[src/rtl/vend_dispenser.sv]
`default_nettype none
// ============================================================================
// Module   : vend_dispenser
// Brief    : Queues vending sales and drives soda/dime/nickel actuators one
//            at a time with a done handshake, inter-actuation gaps and timeout.
// Revision : 1.0 - initial release
// ============================================================================
module vend_dispenser #(
    parameter int DEPTH      = 4,
    parameter int GAP_CYCLES = 2,
    parameter int TIMEOUT    = 1000
) (
    input  logic       i_clk,
    input  logic       i_rst_n,
    input  logic       i_soda,
    input  logic [2:0] i_change,
    input  logic       i_done,
    output logic       o_soda_drop,
    output logic       o_dime_eject,
    output logic       o_nickel_eject,
    output logic       o_busy,
    output logic       o_full,
    output logic       o_err,
    output logic       o_fault
);

    localparam int c_aw      = $clog2(DEPTH);
    localparam int c_cnt_max = (TIMEOUT > GAP_CYCLES) ? TIMEOUT : GAP_CYCLES;
    localparam int c_cw      = $clog2(c_cnt_max + 1);

    localparam logic [c_aw:0]   c_depth        = (c_aw + 1)'(DEPTH);
    localparam logic [c_cw-1:0] c_timeout_last = c_cw'(TIMEOUT - 1);
    localparam logic [c_cw-1:0] c_gap_last     = c_cw'(GAP_CYCLES - 1);

    typedef enum logic [2:0] {
        S_IDLE   = 3'd0,
        S_LOAD   = 3'd1,
        S_SODA   = 3'd2,
        S_DIME   = 3'd3,
        S_NICKEL = 3'd4,
        S_GAP    = 3'd5,
        S_FAULT  = 3'd6
    } state_t;

    state_t            r_state;
    state_t            w_next_state;

    logic [2:0]        r_mem [DEPTH];
    logic [c_aw-1:0]   r_wptr;
    logic [c_aw-1:0]   r_rptr;
    logic [c_aw:0]     r_count;
    logic [1:0]        r_dimes;
    logic              r_nickels;
    logic [c_cw-1:0]   r_cnt;
    logic              r_err;
    logic              r_fault;

    logic              w_empty;
    logic              w_full;
    logic              w_pop;
    logic              w_push;
    logic              w_illegal;
    logic [2:0]        w_wdata;
    logic [2:0]        w_head;
    logic              w_req_state;

    assign w_empty     = (r_count == '0);
    assign w_full      = (r_count == c_depth);
    assign w_pop       = (r_state == S_LOAD);
    // A full FIFO still accepts a sale when the engine pops on the same edge.
    assign w_push      = i_soda && (!w_full || w_pop);
    assign w_illegal   = i_soda && (i_change > 3'd4);
    assign w_wdata     = (i_change > 3'd4) ? 3'd0 : i_change;
    assign w_head      = r_mem[r_rptr];
    assign w_req_state = (r_state == S_SODA) || (r_state == S_DIME) ||
                         (r_state == S_NICKEL);

    always_comb begin
        w_next_state = r_state;
        case (r_state)
            S_IDLE:   if (!w_empty) w_next_state = S_LOAD;
            S_LOAD:   w_next_state = S_SODA;
            S_SODA,
            S_DIME,
            S_NICKEL: begin
                if (i_done)
                    w_next_state = S_GAP;
                else if (r_cnt == c_timeout_last)
                    w_next_state = S_FAULT;
            end
            S_GAP: begin
                if (r_cnt == c_gap_last) begin
                    if (r_dimes != 2'd0)
                        w_next_state = S_DIME;
                    else if (r_nickels)
                        w_next_state = S_NICKEL;
                    else if (!w_empty)
                        w_next_state = S_LOAD;
                    else
                        w_next_state = S_IDLE;
                end
            end
            S_FAULT:  w_next_state = S_FAULT;
            default:  w_next_state = S_IDLE;
        endcase
    end

    always_ff @(posedge i_clk or negedge i_rst_n) begin
        if (!i_rst_n) begin
            r_state   <= S_IDLE;
            r_wptr    <= '0;
            r_rptr    <= '0;
            r_count   <= '0;
            r_dimes   <= 2'd0;
            r_nickels <= 1'b0;
            r_cnt     <= '0;
            r_err     <= 1'b0;
            r_fault   <= 1'b0;
        end else begin
            r_state <= w_next_state;

            if (w_push) r_wptr <= r_wptr + c_aw'(1);
            if (w_pop)  r_rptr <= r_rptr + c_aw'(1);
            case ({w_push, w_pop})
                2'b10:   r_count <= r_count + (c_aw + 1)'(1);
                2'b01:   r_count <= r_count - (c_aw + 1)'(1);
                default: r_count <= r_count;
            endcase

            // One shared counter times both the gap and the request timeout.
            if (w_next_state != r_state)
                r_cnt <= '0;
            else if (w_req_state || (r_state == S_GAP))
                r_cnt <= r_cnt + c_cw'(1);

            if (w_pop) begin
                r_dimes   <= w_head[2:1];
                r_nickels <= w_head[0];
            end else if ((r_state == S_DIME) && i_done) begin
                r_dimes   <= r_dimes - 2'd1;
            end else if ((r_state == S_NICKEL) && i_done) begin
                r_nickels <= 1'b0;
            end

            if ((i_soda && w_full && !w_pop) || w_illegal)
                r_err <= 1'b1;
            if (w_next_state == S_FAULT)
                r_fault <= 1'b1;
        end
    end

    always_ff @(posedge i_clk) begin
        if (w_push) r_mem[r_wptr] <= w_wdata;
    end

    assign o_soda_drop    = (r_state == S_SODA);
    assign o_dime_eject   = (r_state == S_DIME);
    assign o_nickel_eject = (r_state == S_NICKEL);
    assign o_busy         = !w_empty || (r_state != S_IDLE);
    assign o_full         = w_full;
    assign o_err          = r_err;
    assign o_fault        = r_fault;

endmodule
`default_nettype wire
[config.mk]
export PLATFORM = sky130hd
export DESIGN_NAME = vend_dispenser
export DESIGN_NICKNAME = d
export VERILOG_FILES = /design/src/rtl/vend_dispenser.sv
export SDC_FILE = /design/constraint.sdc
export NUM_CORES = 1
export LEC_CHECK = 0
export BUFFER_PORTS_ARGS = -buffer_cell sky130_fd_sc_hd__buf_2
export CELL_PAD_IN_SITES_DETAIL_PLACEMENT = 1
export CELL_PAD_IN_SITES_GLOBAL_PLACEMENT = 2
export CORE_MARGIN = 3
export CORE_UTILIZATION = 42
export CTS_BUF_LIST = sky130_fd_sc_hd__clkbuf_16
export DETAILED_ROUTE_END_ITERATION = 7
export PLACE_DENSITY = 0.82
export SLEW_MARGIN = 10
export SYNTH_ARGS = -nofsm -noshare
export SYNTH_HDL_FRONTEND = slang
export SYNTH_SLANG_ARGS = --single-unit
[constraint.sdc]
create_clock -name i_clk -period 5.7 [get_ports i_clk]
set_input_delay 1.14 -clock i_clk [delete_from_list [all_inputs] [get_ports i_clk]]
set_output_delay 1.14 -clock i_clk [all_outputs]
set_load 0.005 [all_outputs]
-- Word-level counts from Yosys, hierarchy flattened
Memory sizes are Yosys's and may differ from the RTL's.
Cells that the tools add are included.
- register bits after elaboration: 25
- memory bits (writable): 12
- bits of input ports: 7
- output and inout port bits: 7
- word-level logic and storage cells: 75
- memories: 1
- add/sub/neg operators: 6
- order comparisons: 1
- equality and inequality tests: 14
- multiplexer cells: 19
- reduce and logical (&&, ||, !) cells: 25
- memory list (memory ; depth ; width ; read ports ; clocked after memory_dff ; wr ports ; RTL line ; source):
    r_mem ; 4 ; 3 ; 1 ; 0 ; 1 ; 48 ; logic [2:0] r_mem [DEPTH];
- operators by type and width (cell ; number):
    $mux W3 ; 7
    $mux W10 ; 2
    $eq A3 B3 Y1 const B ; 5
    $pmux W3 S5 ; 1
    $add A10 B1 Y10 const B ; 1
    $eq A10 B1 Y1 const B ; 1
    $eq A10 B10 Y1 const B ; 1
    $reduce_bool A2 Y1 ; 5
    $eq A3 B2 Y1 const B ; 2
    $logic_and A1 B1 Y1 ; 6
    $logic_not A3 Y1 ; 2
    $logic_or A1 B1 Y1 ; 6
    $mux W1 ; 6
    $pmux W3 S2 ; 1
    $add A2 B1 Y2 const B ; 2
    $mux W2 ; 2
    $add A3 B1 Y3 const B ; 1
    $eq A3 B1 Y1 const B ; 1
    $gt A3 B3 Y1 const B ; 1
    $logic_not A1 Y1 ; 3
    $ne A3 B3 Y1 ; 1
    $reduce_bool A3 Y1 ; 1
    $reduce_or A3 Y1 ; 1
    $sub A3 B1 Y3 const B ; 1
    other kinds (5) ; 5

-- Logic depth before layout (Yosys ltp)
Gate-level depths: netlist of the first run.
- word-level depth: 8
- depth in mapped cells: 12
- depth with buffers taken out: 11

-- Worst setup path before layout of the first run
OpenSTA, ideal clock, no wires.
- path kind: input to register
- start: in i_done
- end: reg r_cnt[1]
- setup time: 0.111 ns
- arrival time: 2.602 ns
- required time: 5.589 ns
- path slack: 2.987 ns
- stages: 7
- path buffers: 2
- cell sequence: buf_2 -> nor2b_1 -> o21ai_0 -> a32oi_1 -> or4_1 -> buf_4 -> a2111oi_2
- cells in the longest elaborated chain, start to end: 4
- elaborated cells between the ends (all ways): 5
- those cells by class: eq/ne: 1; mux: 3; reduce/logical: 1
- RTL lines (element ; RTL line ; source):
    from (decl) ; 17 ; input logic i_done,
    $mux W3 (*) ; 86 ; if (i_done)
    $pmux W3 S5 (*) ; 80 ; case (r_state)
    $ne A3 B3 Y1 (*) ; 131 ; if (w_next_state != r_state)
    $mux W10 / $reduce_bool A2 Y1 (equally long branches) ; n/a ;
    to (signal assigned) ; 134 ; r_cnt <= r_cnt + c_cw'(1);
    to (decl) ; 54 ; logic [c_cw-1:0] r_cnt;
Every way passes the cells marked *; elsewhere a longest branch is shown, timed or not.
A chain may end at the register's enable or synchronous reset.

-- Worst setup path in the final report of the first run
- start: reg r_state[0]
- end: reg r_count[2]
- cells in the longest elaborated chain, start to end: 5
- elaborated cells between the ends (all ways): 7
- those cells by class: eq/ne: 3; mux: 1; reduce/logical: 3
- RTL lines (element ; RTL line ; source):
    from (decl) ; 45 ; state_t r_state;
    from (signal assigned) ; 120 ; r_state <= w_next_state;
    $eq A3 B1 Y1 (*) ; 69 ; assign w_pop = (r_state == S_LOAD);
    $logic_or A1 B1 Y1 ; 71 ; assign w_push = i_soda && (!w_full || w_pop);
    $logic_and A1 B1 Y1 ; 71 ;
    $eq A2 B1 Y1 / $eq A2 B2 Y1 (equally long branches) ; 124 ; case ({w_push, w_pop})
    $pmux W3 S2 / $reduce_bool A2 Y1 (equally long branches) ; n/a ;
    to (signal assigned) ; 125 ; 2'b10: r_count <= r_count + (c_aw + 1)'(1);
    to (signal assigned) ; 126 ; 2'b01: r_count <= r_count - (c_aw + 1)'(1);
    to (signal assigned) ; 127 ; default: r_count <= r_count;
    to (decl) ; 51 ; logic [c_aw:0] r_count;
Marked as above.

==> out/metrics.yaml, run 1 <==
status:
  status: "completed"
place:
  post_dp_cell_area_um2: 2120
  dp.final_hpwl_mm: 3.26
  numPortBuffers: 13
  gp_congestion: 0.788
synthesis:
  synth-edff-count: 12
  synth_top_area_share_pct: 31.0
  syn_inst: 188
  async_flop_share_pct: 67.6
  synth_area_per_cell_um2: 10.7
  synth_fp_nets: 204
  synth_area_leaders: "dfrtp_1, edfxtp_1, ha_1, xnor2_1, mux4_2"
  synth_common_cells: "dfrtp_1, nor2_1, edfxtp_1, nor3_1"
  ys_seq_elements: 37
  synth.largest_area_cell: "dfrtp_1"
  synth_cell_type_count: 43
  yosysMostFrequentCell: "dfrtp_1"
  yosys_warnings: 0
  synthFlopType: "dfrtp_1"
  synth.cell_area_um2: 2020
  yosysSeqAreaShare_pct: 48.9
floorplanning:
  initial_utilization_pct: 44.7
  dieArea_um2: 5670
  rows: 24
  dieWidth_um: 75.3
  coreArea_um2: 4500
  die_h_um: 75.3
  io_pins: 14
clock_tree:
  cts-buffers-inserted: 5
  clockBufferDepth: 2
  cts_resized: 0
  clk_pin_slew_worst_paths_ps: 50
  clk_latency_ps: 270
  cts_tree: "done"
  cts_root_buf: "clkbuf_16"
  post-cts-setup-buffers: 0
  htreeDepth: 2
  hold_buffers: 0
  clkSinkCount: 37
detailed_routing:
  num_vias: 1442
  wl_per_cell_um: 17.3
  met3_length_um: 116
  top_layer: "met4"
  drc: 0
  m1WireLength_mm: 1.97
  antenna_left: 0
  routed_wl_mm: 4.42
  viasPerCell: 5.65
  drt_iter0_drc: 94
  drtPass1Iterations: 4
  dr_wl_met2_mm: 2.24
timing:
  tightest_slew_ps: 680
  maxSlewViolCount: 0
  layout_min_cycle_time_ps: 2950
  finClkSkew_ps: 1.33
  rsz0062_at_grt: "no"
  fmax_mhz: 339
  hold_viol_final: 0
  setup_tns_ps: 0
  finalSetupViolCount: 0
  min_period_over_period_pct: 51.8
  slew_headroom_pct: 54.3
finish:
  finalInstanceArea_um2: 2280
  utilization_pct: 50.6
  final_nets: 218
  drive_above_1_share_pct: 13.8
  n_antenna_cell: 0
  area_growth_syn_to_layout_pct: 13.0
pwr:
  p_total_w: 0.00120
  cellLeakagePower_nw: 0.926
  power_density_nw_per_um2: 528
  vdd_ir_drop_max_mv: 0.223
global_route:
  grt_overflow: 0
  grtUsageTotal_pct: 18.0
  antenna_found_initial: 0
  grt_max_degree: 26
  grt_pass1_wl_mm: 7.48
  first_global_vias: 1504
critical_path:
  cp_max_fo: 12
  startpoint_type: "flip-flop"
  endpoint: "r_count[2]"
  r2r-start: "r_state[0]"
  rr_worst_depth: 11
  crit_required_ps: 5850
  startpoint: "r_state[0]"
  crit_type: "reg -> reg"
  arrival_ps: 3110
  reg2reg_to: "r_count[2]"
  reg2reg_slack_ps: 2750
  end_kind: "flip-flop"
flow_run:
  maxCapViolations: 0
min_path:
  hp-class: "reg -> reg"
==> per-layer routing <==
metal / vias up / global-route usage (%)
met1: 720 / 23.7
met2: 18 / 28.8
li1: 698 / -
met4: 0 / 7.57
met5: - / 0
met3: 6 / 3.60
==> critical path, stage by stage (launching register included) <==
cell and delay (ps):
dfrtp_1 580, inv_1 220, nor3_2 620, nand2b_1 290, and2_1 220, inv_1 60, ha_1 220, inv_1 70
fa_1 180, xor2_1 150, nor2_1 70, xor2_1 140
==> logic make-up after synthesis <==
group	after synthesis	synth area share (%)
xor gates and xnor gates	17	7.76
muxes	4	3.91
DFF	37	48.9
AOI/OAI and AO/OA	26	8.63
and+or+nand+nor	79	21.5
adders and majority gates	9	5.96
buffers and inverters	16	3.35
==> stage by stage <==
step                      hold WS [ps]  worst slack [ps]  instances
final                              446              2750        255
after global routing               493              2490        255
after CTS                          452              2740        255
after detailed placement           440              2720        247
after global placement             434              2800        247
after floorplan                    451              2990        188
==> worst min-delay path by stage <==
stage | start | to | slack, ps | cells after the start
after floorplan | o_err | o_err | 450 | 1
after global placement | o_err | o_err | 430 | 1
after detailed placement | o_fault | o_fault | 440 | 1
after CTS | o_fault | o_fault | 450 | 1
after global routing | o_err | o_err | 490 | 1
final | o_fault | o_fault | 450 | 1
==> sequential cells by signal (all words and copies together), names as in the netlist <==
register / count
r_nickels: 1
o_fault: 1
r_cnt: 10
r_count: 3
r_wptr: 2
r_dimes: 2
r_mem: 12
r_state: 3
o_err: 1
r_rptr: 2
==> final cells by class <==
type / count / area, um2
fillers: 493 / 2230
flip-flops and latches: 37 / 986
inverters: 10 / 37.5
clock inverters: 3 / 37.5
well taps: 52 / 65.1
repair buffers: 13 / 65.1
multi-input cells: 135 / 962
clock buffers: 5 / 125
==> power breakdown <==
part	total, W	switching [W]	internal, W
logic	0.000452	0.000257	0.000195
clock network	0.000303	0.0000997	0.000203
registers	0.000448	0.0000989	0.000349
==> placed cells by master (no fill, tap or decap), types with 2 or more instances in the layout <==
| master | n |
|---|---|
| xnor2_1 | 10 |
| ha_1 | 8 |
| nand3_1 | 8 |
| or4_1 | 3 |
| buf_2 | 13 |
| a21oi_1 | 3 |
| o21ai_0 | 11 |
| and3_1 | 5 |
| mux4_2 | 3 |
| nor3_1 | 12 |
| xor2_1 | 6 |
| nor2b_1 | 6 |
| dfrtp_1 | 25 |
| o21a_1 | 2 |
| inv_1 | 11 |
| nand4_1 | 4 |
| edfxtp_1 | 12 |
| nor2_1 | 14 |
| clkbuf_16 | 5 |
| nor4_1 | 2 |
| a21o_1 | 3 |
| nand2_1 | 11 |
| nand3b_1 | 2 |
| nand2b_1 | 3 |
| nor3_2 | 2 |
Power figures use the tool's default switching activity.
==> inputs of run 2 (changes only) <==
--- a/config.mk
+++ b/config.mk
@@ -9,10 +9,10 @@
 export CELL_PAD_IN_SITES_DETAIL_PLACEMENT = 1
 export CELL_PAD_IN_SITES_GLOBAL_PLACEMENT = 2
 export CORE_MARGIN = 3
-export CORE_UTILIZATION = 42
+export CORE_UTILIZATION = 36
 export CTS_BUF_LIST = sky130_fd_sc_hd__clkbuf_16
 export DETAILED_ROUTE_END_ITERATION = 7
-export PLACE_DENSITY = 0.82
+export PLACE_DENSITY = 0.74
 export SLEW_MARGIN = 10
 export SYNTH_ARGS = -nofsm -noshare
 export SYNTH_HDL_FRONTEND = slang
==> constraint.sdc (replaced) <==
create_clock -name i_clk -period 2.5 [get_ports i_clk]
set_input_delay 0.5 -clock i_clk [delete_from_list [all_inputs] [get_ports i_clk]]
set_output_delay 0.5 -clock i_clk [all_outputs]
set_load 0.005 [all_outputs]
==> run 2 against run 1 <==
Combinational power rose to 2.6 times the previous value. Sequential power rose by 110%. Power rose by 130%. Register-to-register slack got worse by 2600 ps. Via count rose by 0.21%. Die area rose by 15%. Critical endpoint is now r_cnt[1]. Largest cell class unchanged. Largest power group unchanged.
==> out/metrics.yaml, run 2 (synthesis gave the netlist of run 1 again) <==
status:
  status: "completed"
clock_tree:
  clk_pin_slew_worst_paths_ps: 60
  hold_buffers: 0
  clk_latency_ps: 280
  cts_resized: 0
  cts_root_buf: "clkbuf_16"
  clkSinkCount: 37
  htreeDepth: 2
  clockBufferDepth: 2
  cts-buffers-inserted: 5
  post-cts-setup-buffers: 0
  cts_tree: "done"
detailed_routing:
  drtPass1Iterations: 4
  antenna_left: 0
  routed_wl_mm: 4.42
  wl_per_cell_um: 15.9
  viasPerCell: 5.18
  num_vias: 1445
  drt_iter0_drc: 34
  drc: 0
critical_path:
  startpoint_type: "flip-flop"
  rr_worst_depth: 6
  slowest_stage: "or4_1"
  critPathMaxStageDelay_ps: 740
  arrival_ps: 2490
  cp.depth: 6
  cp_max_fo: 10
  crit_required_ps: 2670
  end_kind: "flip-flop"
  crit_family: "simple AND/OR/NAND/NOR gates"
  path_cells: "ha_1 > nand3_1 > nor3_1 > o21a_1 > or4_1 > a2111oi_2"
  reg2reg_slack_ps: 190
  path_buf_inv: 0
  crit_type: "reg -> reg"
timing:
  tightest_slew_ps: 605
  layout_min_cycle_time_ps: 2310
  slew_headroom_pct: 59.7
  fmax_mhz: 432
  setup_tns_ps: 0
  setup_slack_ps: 186
  maxSlewViolCount: 0
  finClkSkew_ps: 5.85
  finalSetupViolCount: 0
  rsz0062_at_grt: "no"
  hold_viol_final: 0
  min_period_over_period_pct: 92.5
finish:
  final-seq-area_um2: 986
  area_growth_syn_to_layout_pct: 15.8
  reg_top3: "r_mem x12, r_cnt x10"
  stdcell_count: 279
  n_antenna_cell: 0
  top_register: "r_mem"
  multi_input_area_um2: 962
  finalInstanceArea_um2: 2330
  layout_common_cells: "dfrtp_1, nor2_1, buf_2"
  drive_above_1_share_pct: 17.2
  fill_cells: 606
  final_common_cell: "dfrtp_1"
  largest_register_ffs: 12
  final_nets: 224
floorplanning:
  dieWidth_um: 80.8
  dieArea_um2: 6530
  rows: 26
  die_h_um: 80.8
  coreArea_um2: 5270
  io_pins: 14
  initial_utilization_pct: 38.2
place:
  numPortBuffers: 13
  dp.final_hpwl_mm: 3.35
  placedCellCount: 271
  pre_cts_ws_ps: 208
  post_dp_cell_area_um2: 2180
  gp_congestion: 0.776
global_route:
  first_global_vias: 1547
  grt_max_degree: 26
  grtUsageTotal_pct: 15.4
  antenna_found_initial: 0
  grt_pass1_wl_mm: 7.54
  grt_overflow: 0
pwr:
  cellLeakagePower_nw: 0.944
  power_density_nw_per_um2: 1180
  vdd_ir_drop_max_mv: 0.490
min_path:
  hp-class: "in -> async"
flow_run:
  maxCapViolations: 0
==> run 2: cell types whose count changed in the layout (fill, tap and decap cells not counted), sizes merged <==
cell / change
bufinv: -1
buf: +6
inv: +1
clkinvlp: +1
clkinv: -1
==> run 2: final cells by class <==
type | count | share of cell area, %
flip-flops and latches | 37 | 42.3
multi-input cells | 135 | 41.2
clock buffers | 5 | 5.36
repair buffers | 19 | 4.72
well taps | 70 | 3.75
inverters | 10 | 1.61
clock inverters | 3 | 1.07
==> run 2: final timing paths <==
path,from,endpoint
worst max-delay path,r_cnt[0],r_cnt[1]
min in group i_clk,o_fault,o_fault
max in group asynchronous,i_rst_n,r_count[1]
worst max register to register,r_cnt[0],r_cnt[1]
worst min-delay path,i_rst_n,r_rptr[0]
worst min register to register,o_fault,o_fault
==> run 2: power breakdown <==
part	switching (W)	internal [W]	leakage, nW
Sequential	0.000151	0.000797	0.423
Clock	0.000265	0.000376	0.0708
Combinational	0.000664	0.000503	0.450
Total	0.00108	0.00168	0.944
==> run 2: stage by stage <==
step	util (%)	total power [W]	hold slack (ps)
after floorplan	-	0.00180	204
after global placement	41.4	0.00207	436
after detailed placement	41.4	0.00214	442
after global routing	44.3	0.00298	267
after CTS	44.3	0.00279	245
final	44.3	0.00276	220
==> run 2: layer usage <==
metal	GRT usage [%]	part of all wire, %
met3	3.99	3.0
met1	18.6	47
met5	0	0
met4	5.91	1.5
met2	26.1	48
